File: src/rtl/io_bus_pkg.sv
// io_bus_pkg: shared I/O bus types and lane helpers.
// Used by the bridge and by the CPU load/store unit.
package io_bus_pkg;

  typedef enum logic [2:0] {
    IDLE  = 3'd0,
    SETUP = 3'd1,
    WAIT  = 3'd2,
    XFER  = 3'd3,
    RESP  = 3'd4
  } io_state_e;

  localparam logic [31:0] IO_BASE = 32'h8000_0000;

  // Expand byte enables into a 32-bit bit mask.
  function automatic logic [31:0] lane_mask(
    input logic [3:0] be
  );
    logic [31:0] m;
    m = '0;
    for (int i = 0; i < 4; i++) begin
      m[8*i +: 8] = {8{be[i]}};
    end
    return m;
  endfunction

  // Lane-aligned CPU data to LSB-aligned bus data.
  function automatic logic [31:0] store_align(
    input logic [31:0] wdata,
    input logic [3:0]  be,
    input logic [1:0]  lane
  );
    return (wdata & lane_mask(be)) >> {lane, 3'b000};
  endfunction

  // LSB-aligned bus data to lane-aligned CPU data.
  function automatic logic [31:0] load_align(
    input logic [31:0] rdata,
    input logic [3:0]  be,
    input logic [1:0]  lane
  );
    return (rdata << {lane, 3'b000}) & lane_mask(be);
  endfunction

  // Window hit, first enabled byte sits exactly on the lane.
  function automatic logic access_legal(
    input logic [31:0] addr,
    input logic [3:0]  be,
    input logic [31:0] base
  );
    logic [3:0] below;
    below = (4'd1 << addr[1:0]) - 4'd1;
    return (addr[31:8] == base[31:8]) &&
           (be != 4'd0) &&
           be[addr[1:0]] &&
           ((be & below) == 4'd0);
  endfunction

endpackage

File: src/rtl/io_bus_bridge.sv
// io_bus_bridge: CPU data requests to 8-bit I/O bus.
// Lane alignment, wait states, error on bad access.
module io_bus_bridge
  import io_bus_pkg::*;
#(
  parameter logic [31:0] BASE        = IO_BASE,
  parameter int unsigned WAIT_CYCLES = 0
) (
  input  logic        clk,
  input  logic        resetb,
  input  logic        cpu_req,
  input  logic        cpu_we,
  input  logic [31:0] cpu_addr,
  input  logic [3:0]  cpu_be,
  input  logic [31:0] cpu_wdata,
  output logic        cpu_ready,
  output logic [31:0] cpu_rdata,
  output logic        cpu_err,
  output logic [7:0]  io_addr,
  output logic        io_en,
  output logic        io_we,
  output logic [31:0] io_data_write,
  input  logic [31:0] io_data_read
);

  localparam logic [3:0] WAIT_LAST =
    4'((WAIT_CYCLES == 0) ? 0 : WAIT_CYCLES - 1);

  io_state_e  state;
  logic [3:0] cnt;
  logic       we_q;
  logic [1:0] lane_q;
  logic [3:0] be_q;
  logic       legal;

  assign legal = access_legal(cpu_addr, cpu_be, BASE);

  // Access sequencer; all outputs registered.
  always_ff @(posedge clk or negedge resetb) begin
    if (!resetb) begin
      state         <= IDLE;
      cnt           <= '0;
      we_q          <= 1'b0;
      lane_q        <= '0;
      be_q          <= '0;
      cpu_ready     <= 1'b0;
      cpu_err       <= 1'b0;
      cpu_rdata     <= '0;
      io_en         <= 1'b0;
      io_we         <= 1'b0;
      io_addr       <= '0;
      io_data_write <= '0;
    end else begin
      unique case (state)
        IDLE: begin
          if (cpu_req) begin
            if (legal) begin
              we_q          <= cpu_we;
              lane_q        <= cpu_addr[1:0];
              be_q          <= cpu_be;
              io_addr       <= cpu_addr[7:0];
              io_data_write <= store_align(
                cpu_wdata, cpu_be, cpu_addr[1:0]);
              io_en         <= 1'b1;
              state         <= SETUP;
            end else begin
              cpu_ready <= 1'b1;
              cpu_err   <= 1'b1;
              cpu_rdata <= '0;
              state     <= RESP;
            end
          end
        end
        SETUP: begin
          cnt <= '0;
          if (WAIT_CYCLES != 0) begin
            state <= WAIT;
          end else begin
            io_we <= we_q;
            state <= XFER;
          end
        end
        WAIT: begin
          if (cnt == WAIT_LAST) begin
            io_we <= we_q;
            state <= XFER;
          end else begin
            cnt <= cnt + 4'd1;
          end
        end
        XFER: begin
          io_en     <= 1'b0;
          io_we     <= 1'b0;
          cpu_ready <= 1'b1;
          cpu_err   <= 1'b0;
          if (we_q) begin
            cpu_rdata <= '0;
          end else begin
            cpu_rdata <= load_align(
              io_data_read, be_q, lane_q);
          end
          state <= RESP;
        end
        RESP: begin
          cpu_ready <= 1'b0;
          cpu_err   <= 1'b0;
          cpu_rdata <= '0;
          state     <= IDLE;
        end
        default: begin
          io_en     <= 1'b0;
          io_we     <= 1'b0;
          cpu_ready <= 1'b0;
          cpu_err   <= 1'b0;
          state     <= IDLE;
        end
      endcase
    end
  end

endmodule

File: config.mk
export PLATFORM = sky130hd
export DESIGN_NAME = io_bus_bridge
export DESIGN_NICKNAME = d
export VERILOG_FILES = /design/src/rtl/io_bus_pkg.sv /design/src/rtl/io_bus_bridge.sv
export SDC_FILE = /design/constraint.sdc
export NUM_CORES = 1
export LEC_CHECK = 0
export CAP_MARGIN = 20
export CORE_UTILIZATION = 47
export DETAILED_ROUTE_END_ITERATION = 10
export PLACE_DENSITY_LB_ADDON = 0.2
export SYNTH_ARGS = -nofsm -noshare
export SYNTH_HDL_FRONTEND = slang
export SYNTH_SLANG_ARGS = --single-unit
File: constraint.sdc
create_clock -name clk -period 4.58 [get_ports clk]
set_clock_uncertainty 0.1 [all_clocks]
set_input_delay 0.916 -clock clk [delete_from_list [all_inputs] [get_ports clk]]
set_output_delay 0.916 -clock clk [all_outputs]
set_load 0.03 [all_outputs]
==> impl_metrics.ini, run 1 <==
[clock_network]
cts_buffer_depth = 2
root_buffer = clkbuf_8
cts_tree = yes
numCtsBuffers = 9
postCtsSetupBuffers = 0
clk_latency_ns = 0.35
htreeDepth = 3
postCtsResizedCells = 0
cts_hold_buf = 0
path_clk_slew_ns = 0.09
cts_sinks = 88

[worst_setup_path]
setup.worst_path.class = in2reg
cp.arrival_ns = 3.51
cp-start-kind = primary input
cp_max_fo = 38
cp-end-kind = register
cp.required_ns = 4.71

[power_and_ir_drop]
p_leak_uw = 0.00269
p_per_area_nw_per_um2 = 260
max-vdd-ir-drop_uv = 166

[die]
core_area_um2 = 8850
dieArea_um2 = 9700
row_count = 34
initial_core_util = 0.494
die_w_um = 98.5
io_pins = 180
fp.dieH_um = 98.5

[global_route]
overflow = 0
grt_pass1_wl_mm = 20.8
antenna_found_initial = 0
grt_use_total = 0.277
first_global_vias = 4064
grt_max_degree = 89

[timing]
setup_viol = 0
maxSlewHeadroom = 0.246
fmax_ghz = 0.295
hold_viol_final = 0
fin_ws_ns = 1.19
worst_pin_slew_ns = 1.13
whs_ns = 0.332
finalCritPeriodShare = 0.739
rsz0062_at_grt = no
min_period_ns = 3.39
fin_tns_setup_ns = 0
slew_viol_final = 0

[detailed_routing]
firstDrtPassIters = 8
ant_nets = 0
avgRoutedWirePerCell_um = 17.3
route.detailed.drc = 13
vias = 4143
top_layer_used = met4
m1WireLength_mm = 5.36
wirelength_mm = 12.8
vias_per_cell = 5.61
met3_length_mm = 1.04
drt_iter0_markers = 270
dr_wl_met2_mm = 6.11

[synthesis]
syn-num-nets = 566
yosysMostFrequentCell = dfrtp_1
synth-seq-cells = 88
yosys-top-cells-area = dfrtp_1, nand2_1, mux2i_1
synth-main-ff-cell = dfrtp_1
async_reset_ff_frac = 1.00
synth_largest_area_cell = dfrtp_1
synth_seq_area_share = 0.503
synth_top_area_frac = 0.503
synth_area_um2 = 4380
yosysWarnings = 0
synth_edf_count = 0
synth_common_cells = dfrtp_1, nand2_1, o21ai_1, clkbuf_1, a21oi_1
syn_area_per_cell_um2 = 9.51
yosysUniqueCellTypes = 41
syn_inst = 460

[placement]
port_buffers = 179
placed_area_um2 = 6240
dpl_worst_slack_ns = 0.805
gp_congestion = 0.925
hpwl_mm = 9.16
placedCellCount = 720

[finish]
nets = 731
fin_cells = 738
area_growth_pct = 49.2
diodes = 0
drive_above_1_share = 0.0476
nFillCells = 654
postLayoutCellArea_um2 = 6530

[run_status]
violations = design-rule violations
status = complete, but fails checks

[flow_run]
drv_cap = 0

[worst_hold_path]
min_path_type = in2async
[flip-flops by register name, indices dropped and copies added (netlist names)]
name,count
io_en,1
cpu_err,1
cpu_ready,1
io_addr,8
we_q,1
io_we,1
be_q,4
state,3
cnt,4
cpu_rdata,32
io_data_write,32
[routing by layer]
layer  vias to the layer above  global-route usage
met5                         -                   0
met4                         0               0.110
met3                        21              0.0582
met2                       199               0.444
met1                      1948               0.370
li1                       1975                   -
[final timing paths]
check                                              startpoint                             to  slack [ns]  depth (start not counted)
max in group asynchronous                              resetb  io_data_write[20]$_DFFE_PN0P_        3.44                          2
min in group clk                io_data_write[20]$_DFFE_PN0P_  io_data_write[20]$_DFFE_PN0P_        0.39                          2
worst min-delay path                                   resetb         io_addr[2]$_DFFE_PN0P_        0.33                          1
worst max-delay path                                cpu_be[1]  io_data_write[22]$_DFFE_PN0P_        1.19                          6
worst max register to register           state[1]$_DFFE_PN0P_  io_data_write[22]$_DFFE_PN0P_        2.21                          6
worst min register to register  io_data_write[20]$_DFFE_PN0P_  io_data_write[20]$_DFFE_PN0P_        0.39                          2
[layout by cell type, fill, tap and decap left out, types with 2 or more instances in the layout]
master,synthesis,routed
dfrtp_1,88,88
nor2_1,21,21
mux2_1,12,12
or4_1,2,2
ha_1,2,2
nand3b_1,2,2
o21ai_0,20,20
nor3b_1,4,4
clkdlybuf4s50_1,0,178
nand2_1,87,87
nor2b_1,11,11
clkbuf_1,27,2
inv_1,7,7
nor4_1,4,4
a32oi_1,8,8
a22o_1,8,8
a32o_1,10,10
and2_1,3,3
o21ai_1,33,33
buf_4,0,10
bufinv_16,0,4
a22oi_1,7,7
nand3_1,13,13
xor2_1,2,2
mux2i_1,17,17
clkbuf_8,0,9
nand2b_1,2,2
a211o_1,8,8
a21oi_1,25,25
o2bb2ai_1,15,15
[where the power goes]
group	switching [uW]	internal, uW
sequential	3.62	779
combinational	103	114
clock	281	419
total	388	1310
[cell families after synthesis]
group / count (synthesis) / synth area share
compound gates: 140 / 0.215
xor+xnor: 3 / 0.00601
fa+ha+maj: 2 / 0.00572
buf+inv: 44 / 0.0395
flops: 88 / 0.503
mux: 29 / 0.0698
simple gates: 154 / 0.161
[area by class of cell]
cell class,count,area (um2),area share
tap,108,135,0.0207
inverter,8,30.0,0.00460
clock inverter,5,129,0.0197
timing repair buffer,190,1890,0.289
multi-input combinational,328,2010,0.308
sequential,88,2200,0.337
clock buffer,11,131,0.0201
[through the flow]
step / util / power [uW]
final: 0.738 / 1700
after global routing: 0.738 / 1770
after CTS: 0.734 / 1710
after detailed placement: 0.705 / 1010
after global placement: 0.705 / 1010
after floorplan: - / 872
[worst max-delay path, stage by stage]
cell and delay, ns:
clkdlybuf4s50_1 0.77, a2111oi_1 0.81, o2111ai_4 0.44, buf_4 0.39
nand2_1 0.10, o21ai_1 0.07
Note: power is estimated with default switching activity, not from simulation.
==> inputs of run 2 (changes only) <==
--- a/config.mk
+++ b/config.mk
@@ -6,7 +6,7 @@
 export NUM_CORES = 1
 export LEC_CHECK = 0
 export CAP_MARGIN = 20
-export CORE_UTILIZATION = 47
+export CORE_UTILIZATION = 43
 export DETAILED_ROUTE_END_ITERATION = 10
 export PLACE_DENSITY_LB_ADDON = 0.2
 export SYNTH_ARGS = -nofsm -noshare
==> constraint.sdc (replaced) <==
create_clock -name clk -period 3.3 [get_ports clk]
set_clock_uncertainty 0.1 [all_clocks]
set_input_delay 0.66 -clock clk [delete_from_list [all_inputs] [get_ports clk]]
set_output_delay 0.66 -clock clk [all_outputs]
set_load 0.03 [all_outputs]
==> impl_metrics.ini, run 2 (synthesis results as in run 1) <==
[power_and_ir_drop]
pwr-share-seq = 0.499
max-vdd-ir-drop_uv = 195
switchingPower_uw = 558
p_comb_frac = 0.140
p_per_area_nw_per_um2 = 333
clkPwrFrac = 0.361
finalPower_uw = 2180
p_leak_uw = 0.00268
power.internal_uw = 1620
swShare = 0.256

[placement]
placed_area_um2 = 6340
gp_congestion = 0.930
port_buffers = 179
hpwl_mm = 9.44

[finish]
fin_util = 0.667
nets = 734
postLayoutCellArea_um2 = 6550
final_common_cell = clkdlybuf4s50_1
area_growth_pct = 49.6
diodes = 0
drive_above_1_share = 0.0537
largest_registers = cpu_rdata: 32 flops, io_data_write: 32 flops, io_addr: 8 flops
final_cell_mix = clkdlybuf4s50_1, dfrtp_1, nand2_1

[worst_setup_path]
cp_max_fo = 80
cp-start-kind = primary input
cp-end-kind = register
cp.required_ns = 3.46
r2r_start = state[1]$_DFFE_PN0P_
cp.arrival_ns = 2.87
setup.worst_path.class = in2reg
crit_start = cpu_addr[29]

[global_route]
overflow = 0
antenna_found_initial = 0
grt_use_total = 0.258
first_global_vias = 4176
grt_pass1_wl_mm = 20.6
grt_max_degree = 81

[detailed_routing]
vias = 4168
firstDrtPassIters = 4
route.detailed.drc = 0
wirelength_mm = 12.9
ant_nets = 0
vias_per_cell = 5.44
avgRoutedWirePerCell_um = 16.9
drt_iter0_markers = 154

[clock_network]
postCtsResizedCells = 0
cts_buffer_depth = 2
cts_tree = yes
clk_latency_ns = 0.37
root_buffer = clkbuf_8
cts_sinks = 88
path_clk_slew_ns = 0.09
numCtsBuffers = 9
htreeDepth = 3
postCtsSetupBuffers = 0
cts_hold_buf = 0

[timing]
fmax_ghz = 0.369
maxSlewHeadroom = 0.379
fin_tns_setup_ns = 0
hold_viol_final = 0
setup_viol = 0
worst_pin_slew_ns = 0.929
min_period_ns = 2.71
slew_viol_final = 0
rsz0062_at_grt = no
finalCritPeriodShare = 0.820

[die]
core_area_um2 = 9820
dieArea_um2 = 10600
fp.dieH_um = 103
die_w_um = 103
row_count = 36
initial_core_util = 0.446
io_pins = 180

[worst_hold_path]
min_path_type = in2async

[run_status]
status = finished, final reports clean

[flow_run]
drv_cap = 0
==> run 2: changes by cell type in the layout (fill, tap and decap cells not counted), sizes merged <==
cell	before	now
bufinv	4	1
clkinv	2	3
inv	7	8
clkinvlp	0	1
buf	12	15
==> run 2: layout make-up <==
type                       instances  area (um2)
inverter                           8        30.0
timing repair buffer             193        1930
clock buffer                      11         141
sequential                        88        2200
clock inverter                     5        63.8
multi-input combinational        328        2010
fill                             822        3270
tap                              133         166
==> run 2: power groups by stage <==
stage / logic (uW) / clock network, uW / registers, uW
floorplan: 99.4 / 0 / 1110
global placement: 301 / 0 / 1110
detailed placement: 305 / 0 / 1110
CTS: 306 / 798 / 1090
global route: 332 / 847 / 1090
finish: 306 / 786 / 1090
==> run 2: metrics by stage <==
step / setup WS (ns) / instances / hold slack [ns]
finish: 0.593 / 766 / 0.253
CTS: 0.604 / 766 / 0.305
global route: 0.485 / 766 / 0.325
floorplan: 0.776 / 460 / 0.264
global placement: 0.279 / 750 / 0.368
detailed placement: 0.201 / 750 / 0.373
==> run 2: worst max-delay path, stage by stage <==
cell and delay (ns):
clkdlybuf4s50_1 0.39, or4b_1 0.53, nor4_2 0.47, o2111ai_4 0.19
buf_12 0.25, mux2_1 0.35
==> run 2: layer usage <==
layer  GRT usage  up-vias  wire length [um]
met1       0.321     1978              5220
met5           0        -                 0
met2       0.427      182              6280
met3      0.0597       26              1070
met4       0.122        0               340
li1            -     1982                 -
==> run 2: path summary, 6_finish.rpt <==
kind / slack [ns] / end / cells past startpoint
min in group clk: 0.39 / io_addr[6]$_DFFE_PN0P_ / 1
setup reg to reg: 1.14 / io_addr[2]$_DFFE_PN0P_ / 5
hold reg to reg: 0.39 / io_addr[6]$_DFFE_PN0P_ / 1
max in group asynchronous: 2.19 / io_addr[0]$_DFFE_PN0P_ / 2
hold / removal: 0.25 / io_data_write[1]$_DFFE_PN0P_ / 1
setup / recovery: 0.59 / io_addr[2]$_DFFE_PN0P_ / 6
==> inputs of run 3 (changes only) <==
==> constraint.sdc (replaced) <==
create_clock -name clk -period 2.7 [get_ports clk]
set_clock_uncertainty 0.1 [all_clocks]
set_input_delay 0.54 -clock clk [delete_from_list [all_inputs] [get_ports clk]]
set_output_delay 0.54 -clock clk [all_outputs]
set_load 0.03 [all_outputs]
==> impl_metrics.ini, run 3 (synthesis results as in run 1) <==
[global_route]
grt_pass1_wl_mm = 20.2
first_global_vias = 4085
antenna_found_initial = 0
grt_use_total = 0.252
overflow = 0
grt_max_degree = 56

[die]
initial_core_util = 0.446
fp.dieH_um = 103
dieArea_um2 = 10600
row_count = 36
core_area_um2 = 9820
io_pins = 180
die_w_um = 103

[detailed_routing]
vias_per_cell = 5.42
drt_iter0_markers = 183
firstDrtPassIters = 5
wirelength_mm = 13.0
route.detailed.drc = 0
ant_nets = 0
vias = 4195
avgRoutedWirePerCell_um = 16.8

[worst_setup_path]
path_cells = clkdlybuf4s50_1, or4b_1, nor4_2, buf_4, o211ai_1, a21oi_2, buf_12, o2bb2ai_1
max_stage_delay_ns = 0.53
cp.arrival_ns = 2.65
path_buf_inv = 3
r2r_cells = 4
regToRegEndpoint = cpu_rdata[9]$_DFFE_PN0P_
rrSetupSlack_ns = 0.56
cp-start-kind = primary input
critPathSlowestCell = or4b_1
cp.required_ns = 2.87
crit_start = cpu_addr[29]
crit_end = cpu_rdata[9]$_DFFE_PN0P_
r2r_start = state[2]$_DFFE_PN0P_
cp_max_fo = 32
cp-end-kind = register
crit_family = simple AND/OR/NAND/NOR gates
cp_num_cells = 8
setup.worst_path.class = in2reg

[power_and_ir_drop]
power.internal_uw = 2010
p_comb_frac = 0.142
p_leak_uw = 0.00273
swShare = 0.253
switchingPower_uw = 679
clkPwrFrac = 0.364
p_per_area_nw_per_um2 = 405
pwr-share-seq = 0.494
max-vdd-ir-drop_uv = 290

[timing]
finalCritPeriodShare = 0.920
min_period_ns = 2.48
whs_ns = 0.0283
fin_ws_ns = 0.215
fmax_ghz = 0.402
slew_viol_final = 0
setup_viol = 0
rsz0062_at_grt = no
maxSlewHeadroom = 0.380
hold_viol_final = 0
worst_pin_slew_ns = 0.928

[clock_network]
htreeDepth = 3
numCtsBuffers = 9
cts_sinks = 88
postCtsSetupBuffers = 0
root_buffer = clkbuf_8
cts_buffer_depth = 2
postCtsResizedCells = 0
cts_hold_buf = 0
cts_tree = yes
clk_latency_ns = 0.36
path_clk_slew_ns = 0.10

[flow_run]
drv_cap = 0

[worst_hold_path]
min_path_type = in2async

[placement]
gp_congestion = 0.882
hpwl_mm = 9.68
dpl_worst_slack_ns = -0.142
port_buffers = 179

[finish]
drive_above_1_share = 0.0671
nFillCells = 825
final_common_cell = clkdlybuf4s50_1
diodes = 0
fin_util = 0.676
final_cell_mix = clkdlybuf4s50_1, dfrtp_1, nand2_1
area_growth_pct = 51.8
nets = 742
largest_registers = cpu_rdata: 32 flops, io_data_write: 32 flops, io_addr: 8 flops

[run_status]
status = finished, final reports clean
-- run 3: changes by cell type in the layout (fill, tap and decap cells not counted), sizes merged --
cell / change
buf: +8
clkinv: -1
clkinvlp: +1
-- run 3: cell type report --
class | instances | area, um2 | area share
clock buffer | 11 | 151 | 0.0228
inverter | 8 | 30.0 | 0.00452
tap | 133 | 166 | 0.0251
multi-input combinational | 328 | 2010 | 0.303
timing repair buffer | 201 | 2020 | 0.304
sequential | 88 | 2200 | 0.332
clock inverter | 5 | 62.6 | 0.00942
-- run 3: worst min-delay path by stage --
stage                                        startpoint                       endpoint  slack (ns)  cells after the start
after global placement    io_data_write[29]$_DFFE_PN0P_  io_data_write[29]$_DFFE_PN0P_        0.37                      2
after CTS                                        resetb              io_en$_DFFE_PN0P_        0.03                      1
after detailed placement      cpu_rdata[15]$_DFFE_PN0P_      cpu_rdata[15]$_DFFE_PN0P_        0.37                      1
after global routing                             resetb          cpu_ready$_DFFE_PN0P_        0.04                      1
after floorplan                                  resetb            be_q[0]$_DFFE_PN0P_        0.14                      0
final                                            resetb          cpu_ready$_DFFE_PN0P_        0.03                      1
-- run 3: power by group through the flow --
stage | logic, uW | registers [uW] | clock network (uW)
floorplan | 122 | 1360 | 0
global placement | 374 | 1350 | 0
global route | 409 | 1330 | 1050
finish | 381 | 1330 | 979
detailed placement | 378 | 1350 | 0
CTS | 380 | 1330 | 995
-- run 3: metrics by stage --
stage	instance area (um2)	cells	power, uW	setup TNS (ns)
floorplan	4380	460	1480	0
global placement	6430	758	1730	-7.34
detailed placement	6430	758	1730	-8.58
CTS	6640	774	2700	0
global route	6640	774	2790	0
finish	6640	774	2690	0
-- run 3: layer usage --
layer	vias to the layer above	track usage	share of wire
met5	-	0	0
met4	0	0.0899	0.022
met3	21	0.0664	0.075
met2	155	0.424	0.49
met1	2021	0.314	0.41
li1	1998	-	-
